==> config.mk <==
export PLATFORM = sky130hd
export DESIGN_NAME = prewish_mask_blinker
export DESIGN_NICKNAME = d
export VERILOG_FILES = /design/src/rtl/prewish_mask_blinker.sv
export SDC_FILE = /design/constraint.sdc
export NUM_CORES = 1
export LEC_CHECK = 0
export ABC_AREA = 1
export CORE_MARGIN = 2
export CORE_UTILIZATION = 32
export DETAILED_ROUTE_END_ITERATION = 8
export SLEW_MARGIN = 20
export SYNTH_ARGS = -nofsm -noshare
export SYNTH_HDL_FRONTEND = slang
export SYNTH_SLANG_ARGS = --single-unit
==> constraint.sdc <==
create_clock -name CLK_I -period 4.1 [get_ports CLK_I]
set_input_delay 1.025 -clock CLK_I [delete_from_list [all_inputs] [get_ports CLK_I]]
set_output_delay 1.025 -clock CLK_I [all_outputs]
set_load 0.005 [all_outputs]
==> src/rtl/prewish_mask_blinker.sv <==
// Plays 8-bit blink masks MSB-first on LED_O, one bit per 2^N clocks; new masks wait in a one-deep buffer.
// Latency: ACK_O one cycle after a strobe edge; LED_O and FRAME_O registered one cycle after a tick.
// Backpressure: none; a new edge before adoption overwrites the pending mask (last write wins).
module prewish_mask_blinker #(
    parameter int BLINKY_MASK_CLK_BITS = 20
) (
    input  logic       CLK_I,
    input  logic       RST_I,
    input  logic       STB_I,
    input  logic [7:0] DAT_I,
    output logic       ACK_O,
    output logic       LED_O,
    output logic       FRAME_O
);

    logic [BLINKY_MASK_CLK_BITS-1:0] presc_q, presc_d;
    logic [2:0] bit_idx_q, bit_idx_d;
    logic [7:0] active_q, active_d;
    logic [7:0] pend_q, pend_d;
    logic       pend_vld_q, pend_vld_d;
    logic       stb_q, stb_d;
    logic       ack_q, ack_d;
    logic       led_q, led_d;
    logic       frame_q, frame_d;
    logic       tick;
    logic       boundary;
    logic       stb_edge;

    assign tick     = &presc_q;
    assign boundary = tick && (bit_idx_q == 3'd0);
    assign stb_edge = STB_I && !stb_q;

    always_comb begin
        presc_d    = presc_q + 1'b1;
        bit_idx_d  = bit_idx_q;
        active_d   = active_q;
        pend_d     = pend_q;
        pend_vld_d = pend_vld_q;
        stb_d      = STB_I;
        ack_d      = stb_edge;
        frame_d    = 1'b0;

        if (tick) begin
            if (bit_idx_q != 3'd0) begin
                bit_idx_d = bit_idx_q - 3'd1;
            end else begin
                bit_idx_d = 3'd7;
                frame_d   = 1'b1;
                if (pend_vld_q) begin
                    active_d   = pend_q;
                    pend_vld_d = 1'b0;
                end
            end
        end

        // A colliding edge lands after the adoption above, so it stays pending for the next frame.
        if (stb_edge) begin
            pend_d     = DAT_I;
            pend_vld_d = 1'b1;
        end

        // Looking at next-state values keeps LED_O aligned with FRAME_O on the new frame's bit 7.
        led_d = active_d[bit_idx_d];
    end

    always_ff @(posedge CLK_I or negedge RST_I) begin
        if (!RST_I) begin
            presc_q    <= '0;
            bit_idx_q  <= 3'd7;
            active_q   <= 8'h00;
            pend_q     <= 8'h00;
            pend_vld_q <= 1'b0;
            stb_q      <= 1'b0;
            ack_q      <= 1'b0;
            led_q      <= 1'b0;
            frame_q    <= 1'b0;
        end else begin
            presc_q    <= presc_d;
            bit_idx_q  <= bit_idx_d;
            active_q   <= active_d;
            pend_q     <= pend_d;
            pend_vld_q <= pend_vld_d;
            stb_q      <= stb_d;
            ack_q      <= ack_d;
            led_q      <= led_d;
            frame_q    <= frame_d;
        end
    end

    assign ACK_O   = ack_q;
    assign LED_O   = led_q;
    assign FRAME_O = frame_q;

endmodule

Yosys cells after proc, flatten, opt, wreduce, memory -nomap -nowiden --
Index checks and enable logic that the tools add are counted.
Operators by class: reductions and logical operators 6, add/sub/neg operators 2, mux-type cells 12, eq/ne operators 1, order comparisons 1
Operator list (count):
- $mux 8 | 3
- $add 20x1->20 const B | 1
- $reduce_and 20->1 | 1
- $mux 1 | 6
- $mux 3 | 2
- $lt 3x4->1 const B | 1
- $bmux 1 s3 | 1
- $reduce_bool 3->1 | 1
- $sub 3x1->3 const B | 1
- $ne 2x2->1 const B | 1
- $reduce_and 2->1 | 1
- $reduce_bool 2->1 | 1
- $logic_and 1x1->1 | 1
- $logic_not 1->1 | 1
Storage, ports and cells: output and inout bits 3, register bits after elaboration 44

Logic depth before layout (Yosys ltp) --
Gate-level depths: netlist (run 1).
depth after elaboration 5, mapped depth 14, mapped depth without buffers 13

Worst setup path before layout (run 1) --
OpenSTA, ideal clock, no wires.
path type register to register, start reg bit_idx_q[0], end reg led_q, in the netlist LED_O, buffers on the path 1, path slack 2.403 ns, arrival time 1.632 ns, setup time 0.065 ns, cell stages (with the launch flop) 15, clock period less this slack 1.697 ns, path through dfstp_2 -> inv_1 -> ha_1 -> nand3_1 -> buf_2 -> nand2_1 -> o21ai_1 -> inv_1 -> nand3_1 -> nand2_1 -> nand2_1 -> nand3_1 -> nand2_1 -> nand2_1 -> nand2_1
Between the ends: word-level cells in the longest chain between the ends 5, elaborated cells between the ends (all ways) 8, those cells by class add/sub (1); mux (6); reduce/logical (1)
RTL lines:
- start: declaration | line 17 | logic [2:0] bit_idx_q, bit_idx_d;
- start signal: assignment | line 79 | bit_idx_q <= bit_idx_d;
- $sub 3x1->3 / $reduce_bool 3->1 (equally long branches) | line 45, 44
- $mux 3 / $mux 8 (equally long branches) | line 44 | if (bit_idx_q != 3'd0) begin
- $mux 3 / $mux 8 (equally long branches) | line 43 | if (tick) begin
- $bmux 1 s3 * | line 63 | led_d = active_d[bit_idx_d];
- $mux 1 (not written as such) * | line 63
- named net led_d | line 23 | logic led_q, led_d;
- end signal: assignment | line 85 | led_q <= led_d;
- end: declaration | line 23
The timed path passes the listed nets; every way through them passes the cells marked *. The select of a mux whose other input is x is not followed. A chain may end at the register's enable or synchronous reset.

Worst setup path after layout (run 1) --
start in STB_I, end reg pend_q[2]
Between the ends: word-level cells in the longest chain between the ends 1
RTL lines:
- start: declaration | line 9 | input logic STB_I,
- $logic_and 1x1->1 | line 31 | assign stb_edge = STB_I && !stb_q;
- end signal: assignment | line 81 | pend_q <= pend_d;
- end: declaration | line 19 | logic [7:0] pend_q, pend_d;
Every way passes these cells.

==> qor.csv, run 1 <==
stage;metric;value;unit
run_status;status;finished, final reports clean;
global_route;vias in the first global route;1489;
global_route;met2 Use GR;16.50;%
min_path;HP Class;flip-flop to flip-flop;
floorplan;Initial Utilization;32.58;%
global_route;initial antenna violation count;0;
global_route;first-pass GRT wire length;6.630;mm
sta;Worst Skew;0.005343;ns
critical_path;Reg2Reg Setup Slack;2.05;ns
cells_and_area;post-layout util;37.43;%
logic_synthesis;syn_nets;267;
clock_tree;CTS tree;yes;
placed_design;Setup WS pre-CTS;1.482;ns
floorplan;Die Width;86.48;µm
logic_synthesis;synth warn;0;
sta;Hold Violations, Final;0;
critical_path;Worst Setup Start Kind;primary input;
sta;final setup margin;1.799;ns
sta;Max Freq;0.4346;GHz
critical_path;max incr delay on CP;0.53;ns
sta;Setup TNS Final;0;ns
floorplan;Die H;86.48;µm
cells_and_area;commonest non-fill, non-tap cell in the layout;nand2_1;
clock_tree;clock sink count;44;
cells_and_area;most frequent cells in the layout;83 x nand2_1, 41 x dfrtp_1, 36 x inv_1;
critical_path;Setup crit end kind;flip-flop;
logic_synthesis;Synth Area in Simple Gates;30.11;%
clock_tree;H-Tree Depth;2;
logic_synthesis;XOR/XNOR Fraction of Synth Area;7.241;%
critical_path;critical path arrival;2.48;ns
global_route;grt ovf;0;
global_route;met1 Usage GRT;15.72;%
logic_synthesis;post-synthesis cell count;253;
route;Routed Antenna Nets;0;
placed_design;PortBufs;13;
logic_synthesis;Synth Register Bits;44;
critical_path;worst path buffer plus inverter count;3;
placed_design;routability cong.;0.7671;
clock_tree;deepest clock path buffer count;2;
cells_and_area;nets;283;
clock_tree;Worst-path clk slew;0.08;ns
clock_tree;CTS Root Cell;clkbuf_8;
placed_design;Cell Area, Placed;2375;µm²
critical_path;cell family with the largest share of critical-path delay;buffers and inverters;
route;drt total wl;3.668;mm
logic_synthesis;Synth Area in Compound Gates;2.011;%
sta;worst slew pin tran;0.9436;ns
sta;Slew HR;37.09;%
cells_and_area;Post-Layout Inst Area;2501;µm²
critical_path;CP max FO;13;
placed_design;dpl hpwl;2.695;mm
pwr;PwrDens;338.5;nW/µm²
global_route;pin count of the biggest net entering global routing;45;
route;DRT Pass-1 Iters;5;
route;drt drc;0;
route;routed len/inst;10.48;µm
logic_synthesis;Yosys cell types;28;
sta;endpoints failing setup;0;
sta;min cycle time layout;2.301;ns
global_route;GRT Max-Usage Layer;met2;
route;Vias per Instance;4.420;
clock_tree;post-cts resize count;0;
sta;unrepaired setup endpoints after global routing;false;
critical_path;worst reg2reg path depth;12;
global_route;Total GRT Usage;10.95;%
clock_tree;Hold-fix buffers, CTS;0;
logic_synthesis;area of the mapped netlist;2177;µm²
floorplan;area of the core;6681;µm²
critical_path;Stages on worst setup path;6;
logic_synthesis;Adder-Cell Fraction of Synth Area;1.724;%
critical_path;CP cell instances;clkdlybuf4s50_1, inv_1, nor2_1, inv_1, nand2_1, nand2_1;
flow_run;maxcap violations;0;
sta;Tcrit/Tclk final;56.12;%
route;detailed router's first-iteration violation count;50;
critical_path;CP max stage cell;nor2_1;
global_route;met3 usage;2.476;%
pwr;peak supply drop;0.0001409;V
pwr;Pleak;0.001354;µW
cells_and_area;Inserted Diodes;0;
logic_synthesis;sequential-to-total area share from yosys stat;50.75;%
cells_and_area;Area Overhead vs Synth;14.89;%
route;via count;1547;
clock_tree;later-pin clock latency in the skew report;0.29;ns
critical_path;Req. time, crit path;4.28;ns
floorplan;FP Rows;30;
floorplan;die area;7479;µm²
critical_path;Setup CP Type;primary input to flip-flop;
clock_tree;buffer count from post-CTS setup fixing;0;
sta;fin. max-slew vios;0;
logic_synthesis;largest family of logic cells by synthesized area;simple AND/OR/NAND/NOR gates;
cells_and_area;layout cells sized above 1;10.74;%
logic_synthesis;multiplexer share of the synthesized area;0;%
clock_tree;TritonCTS Buffers;5;
logic_synthesis;Syn Area/Cell;8.605;µm²
min_path;hold-critical path depth;1;
floorplan;Top-Level Pins;14;
[path summary, 6_finish.rpt]
path | endpoint | start
max | pend_q[2] | STB_I
min | presc_q[0] | presc_q[0]
max reg2reg | LED_O | presc_q[0]
min reg2reg | presc_q[0] | presc_q[0]
max in group asynchronous | presc_q[16] | RST_I
min in group asynchronous | presc_q[6] | RST_I
[synth_stat cells (all sizes together)]
library cell / count / share of area [%]
inv: 40 / 6.9
dfrtp: 41 / 47
xor2: 14 / 5.6
nand4: 10 / 2.9
nand3b: 5 / 1.7
dfstp: 3 / 3.6
nor2: 14 / 3.5
ha: 3 / 1.7
nand2: 84 / 15
or2: 1 / 0.29
nor3: 2 / 0.69
buf: 3 / 1.1
nand3: 18 / 5.9
o21ai: 8 / 2.0
nor4: 2 / 0.57
clkbuf: 1 / 0.17
xnor2: 4 / 1.6
[registers in the layout (all words and copies together) (netlist names)]
signal / flops
FRAME_O: 1
stb_q: 1
LED_O: 1
pend_vld_q: 1
bit_idx_q: 3
ACK_O: 1
active_q: 8
pend_q: 8
presc_q: 20
[per-layer routing]
metal  vias up  share of wire, %
li1        818                 -
met1       709                51
met2        18                45
met3         2               2.8
met4         0               1.1
met5         -                 0
[kinds of logic after synthesis]
kind of cell	Yosys count
buf+inv	44
flops	44
fa+ha+maj	3
compound gates	8
simple gates	136
xor+xnor	18
[per-stage QoR]
stage                     hold slack [ns]  instances  total power, µW
after floorplan                    0.4394        253            478.1
after global placement             0.4558        342            501.8
after detailed placement           0.4693        342            502.8
after CTS                          0.4820        350            861.0
after global routing               0.5201        350            884.5
final                              0.4747        350            846.5
[power breakdown]
group	switching (µW)	internal [µW]	total (µW)
Combinational	22.8	20.0	42.8
Clock	139	215	354
Sequential	5.03	445	450
Total	167	679	847
[layout make-up]
cell class,count,area [µm²]
clock buffer,7,96.34
tap,80,100.1
fill,696,4180
multi-input combinational,165,894.6
timing repair buffer,13,125.1
sequential,44,1105
inverter,40,150.1
clock inverter,1,30.03
No activity file was read; power rests on OpenSTA's default activity.
==> run 2, diff against run 1 <==
==> constraint.sdc (replaced) <==
create_clock -name CLK_I -period 2.4 [get_ports CLK_I]
set_input_delay 0.6 -clock CLK_I [delete_from_list [all_inputs] [get_ports CLK_I]]
set_output_delay 0.6 -clock CLK_I [all_outputs]
set_load 0.005 [all_outputs]
==> run 2 against run 1 <==
Net effect: global-route usage is 0.63 points higher; non-clock buffer count up 5; power grew 53%; wire length rose by 2.7%; first-iteration DRC count increased by 34%; clock skew grew 0.0014 ns; flip-flop and latch count unchanged; final area is 0.15% lower; sequential power up 71%.
==> qor.csv, run 2 (synthesis gave the netlist of run 1 again) <==
stage;metric;value;unit
run_status;status;finished, final reports clean;
critical_path;Req. time, crit path;2.59;ns
clock_tree;buffer count from post-CTS setup fixing;0;
pwr;peak supply drop;0.0002530;V
critical_path;Crit Reg-Reg Startpoint;presc_q[0];
sta;endpoints failing setup;0;
critical_path;Setup CP Type;flip-flop to flip-flop;
critical_path;r2r endpoint;LED_O;
critical_path;Worst Setup Start Kind;flip-flop;
global_route;grt ovf;0;
clock_tree;CTS tree;yes;
critical_path;Setup crit end kind;flip-flop;
critical_path;worst reg2reg path depth;12;
floorplan;Die Width;86.48;µm
route;wl on met1;1.903;mm
critical_path;CP max stage cell;nor2_2;
sta;Tcrit/Tclk final;85.24;%
sta;Worst Skew;0.006705;ns
clock_tree;later-pin clock latency in the skew report;0.30;ns
route;DRT Pass-1 Iters;4;
route;drt drc;0;
floorplan;Initial Utilization;32.58;%
cells_and_area;fin cells;355;
sta;Max Freq;0.4888;GHz
cells_and_area;layout cells sized above 1;12.00;%
critical_path;most frequent CP cell;nand2_1;
critical_path;CP max FO;11;
critical_path;Stages on worst setup path;12;
critical_path;crit path capture;LED_O;
global_route;pin count of the biggest net entering global routing;25;
cells_and_area;commonest non-fill, non-tap cell in the layout;nand2_1;
floorplan;die area;7479;µm²
route;met2 routed WL;1.710;mm
pwr;PwrDens;518.5;nW/µm²
route;drt total wl;3.766;mm
critical_path;CP startpoint;presc_q[0];
sta;min cycle time layout;2.046;ns
placed_design;PortBufs;13;
clock_tree;post-cts resize count;0;
global_route;first-pass GRT wire length;6.955;mm
placed_design;dpl hpwl;2.878;mm
critical_path;Reg2Reg Setup Slack;0.35;ns
cells_and_area;Area Overhead vs Synth;14.71;%
sta;worst slew pin tran;0.5247;ns
critical_path;CP cell instances;ha_1, nand3_2, inv_2, nand2_1, nor2_2, nand3b_1, nand2_1, nand2_1, nand3_1, nand2_1, nand2_1, nand2_1;
floorplan;Die H;86.48;µm
route;wire length on met3;81;µm
global_route;vias in the first global route;1540;
clock_tree;TritonCTS Buffers;5;
route;routed len/inst;10.61;µm
cells_and_area;most frequent cells in the layout;83 x nand2_1, 41 x dfrtp_1, 36 x inv_1;
placed_design;Setup WS pre-CTS;0.3475;ns
clock_tree;Worst-path clk slew;0.08;ns
cells_and_area;post-layout util;37.38;%
global_route;initial antenna violation count;0;
route;via count;1546;
sta;Setup TNS Final;0;ns
route;detailed router's first-iteration violation count;67;
min_path;HP Class;primary input to asynchronous set/reset pin;
route;highest routed metal layer;met4;
sta;unrepaired setup endpoints after global routing;false;
floorplan;area of the core;6681;µm²
sta;Hold Violations, Final;0;
sta;final hold slack;0.2730;ns
clock_tree;clock sink count;44;
global_route;Total GRT Usage;11.58;%
placed_design;routability cong.;0.8012;
cells_and_area;Biggest register;presc_q;
clock_tree;deepest clock path buffer count;2;
sta;fin. max-slew vios;0;
cells_and_area;max reg flops;20;
cells_and_area;top flop regs;presc_q: 20 flops, active_q: 8 flops, pend_q: 8 flops;
floorplan;Top-Level Pins;14;
clock_tree;H-Tree Depth;2;
pwr;Pleak;0.001355;µW
critical_path;critical path arrival;2.23;ns
cells_and_area;nets;288;
flow_run;maxcap violations;0;
sta;final setup margin;0.3542;ns
critical_path;worst path buffer plus inverter count;1;
clock_tree;Hold-fix buffers, CTS;0;
clock_tree;CTS Root Cell;clkbuf_8;
cells_and_area;Inserted Diodes;0;
route;Vias per Instance;4.355;
critical_path;max incr delay on CP;0.41;ns
critical_path;cell family with the largest share of critical-path delay;simple AND/OR/NAND/NOR gates;
floorplan;FP Rows;30;
sta;Slew HR;65.02;%
placed_design;dpl cells;347;
route;Routed Antenna Nets;0;
## run 2: cell types whose count changed in the layout (fill, tap and decap cells not counted)
| cell | before | now |
|---|---|---|
| clkinv_2 | 0 | 1 |
| clkinvlp_4 | 0 | 1 |
| clkbuf_1 | 0 | 1 |
| buf_4 | 0 | 5 |
| clkbuf_8 | 7 | 5 |
| bufinv_16 | 1 | 0 |
## run 2: worst min path at each step
stage | startpoint | endpoint | slack [ns] | depth (start not counted)
after floorplan | RST_I | ACK_O | 0.30 | 0
after global placement | stb_q | ACK_O | 0.45 | 1
after detailed placement | stb_q | ACK_O | 0.45 | 1
after CTS | RST_I | active_q[5] | 0.28 | 1
after global routing | RST_I | pend_q[7] | 0.31 | 1
final | RST_I | active_q[5] | 0.27 | 1
## run 2: metrics by stage
step           total power, µW  cell area, µm²
2_1_floorplan            816.8            2177
3_3_place_gp             861.4            2412
3_5_place_dp             863.6            2412
4_1_cts                   1324            2497
5_1_grt                   1366            2497
6_report                  1295            2497
## run 2: area by class of cell
class | instances | area [µm²]
Fill cell | 690 | 4184
Sequential cell | 44 | 1105
Multi-Input combinational cell | 165 | 894.6
Timing Repair Buffer | 18 | 162.7
Inverter | 40 | 150.1
Tap cell | 80 | 100.1
Clock buffer | 6 | 72.57
Clock inverter | 2 | 12.51
## run 2: where the power goes
part           internal, µW  switching (µW)
Combinational          38.3            40.0
Sequential              759            8.25
Clock                   203             245
## run 2: routing by layer
layer / vias to the layer above / track usage (%)
li1: 822 / -
met1: 702 / 15.65
met2: 17 / 18.39
met3: 5 / 2.381
met4: 0 / 4.261
met5: - / 0
## run 2: worst reg2reg max path, delay by kind of cell, from the launching register on
kind	cells	cell delay [ns]
buffers and inverters	1	0.07
flip-flops	1	0.39
AND/OR/NAND/NOR	10	1.26
adder cells (fa/ha/maj)	1	0.22
==> run 3, diff against run 2 <==
--- a/config.mk
+++ b/config.mk
@@ -9,6 +9,7 @@
 export CORE_MARGIN = 2
 export CORE_UTILIZATION = 32
 export DETAILED_ROUTE_END_ITERATION = 8
+export GPL_ROUTABILITY_DRIVEN = 0
 export SLEW_MARGIN = 20
 export SYNTH_ARGS = -nofsm -noshare
 export SYNTH_HDL_FRONTEND = slang
==> results of run 3 <==
No change in the layout: final DEF, timing and power equal those of run 2.
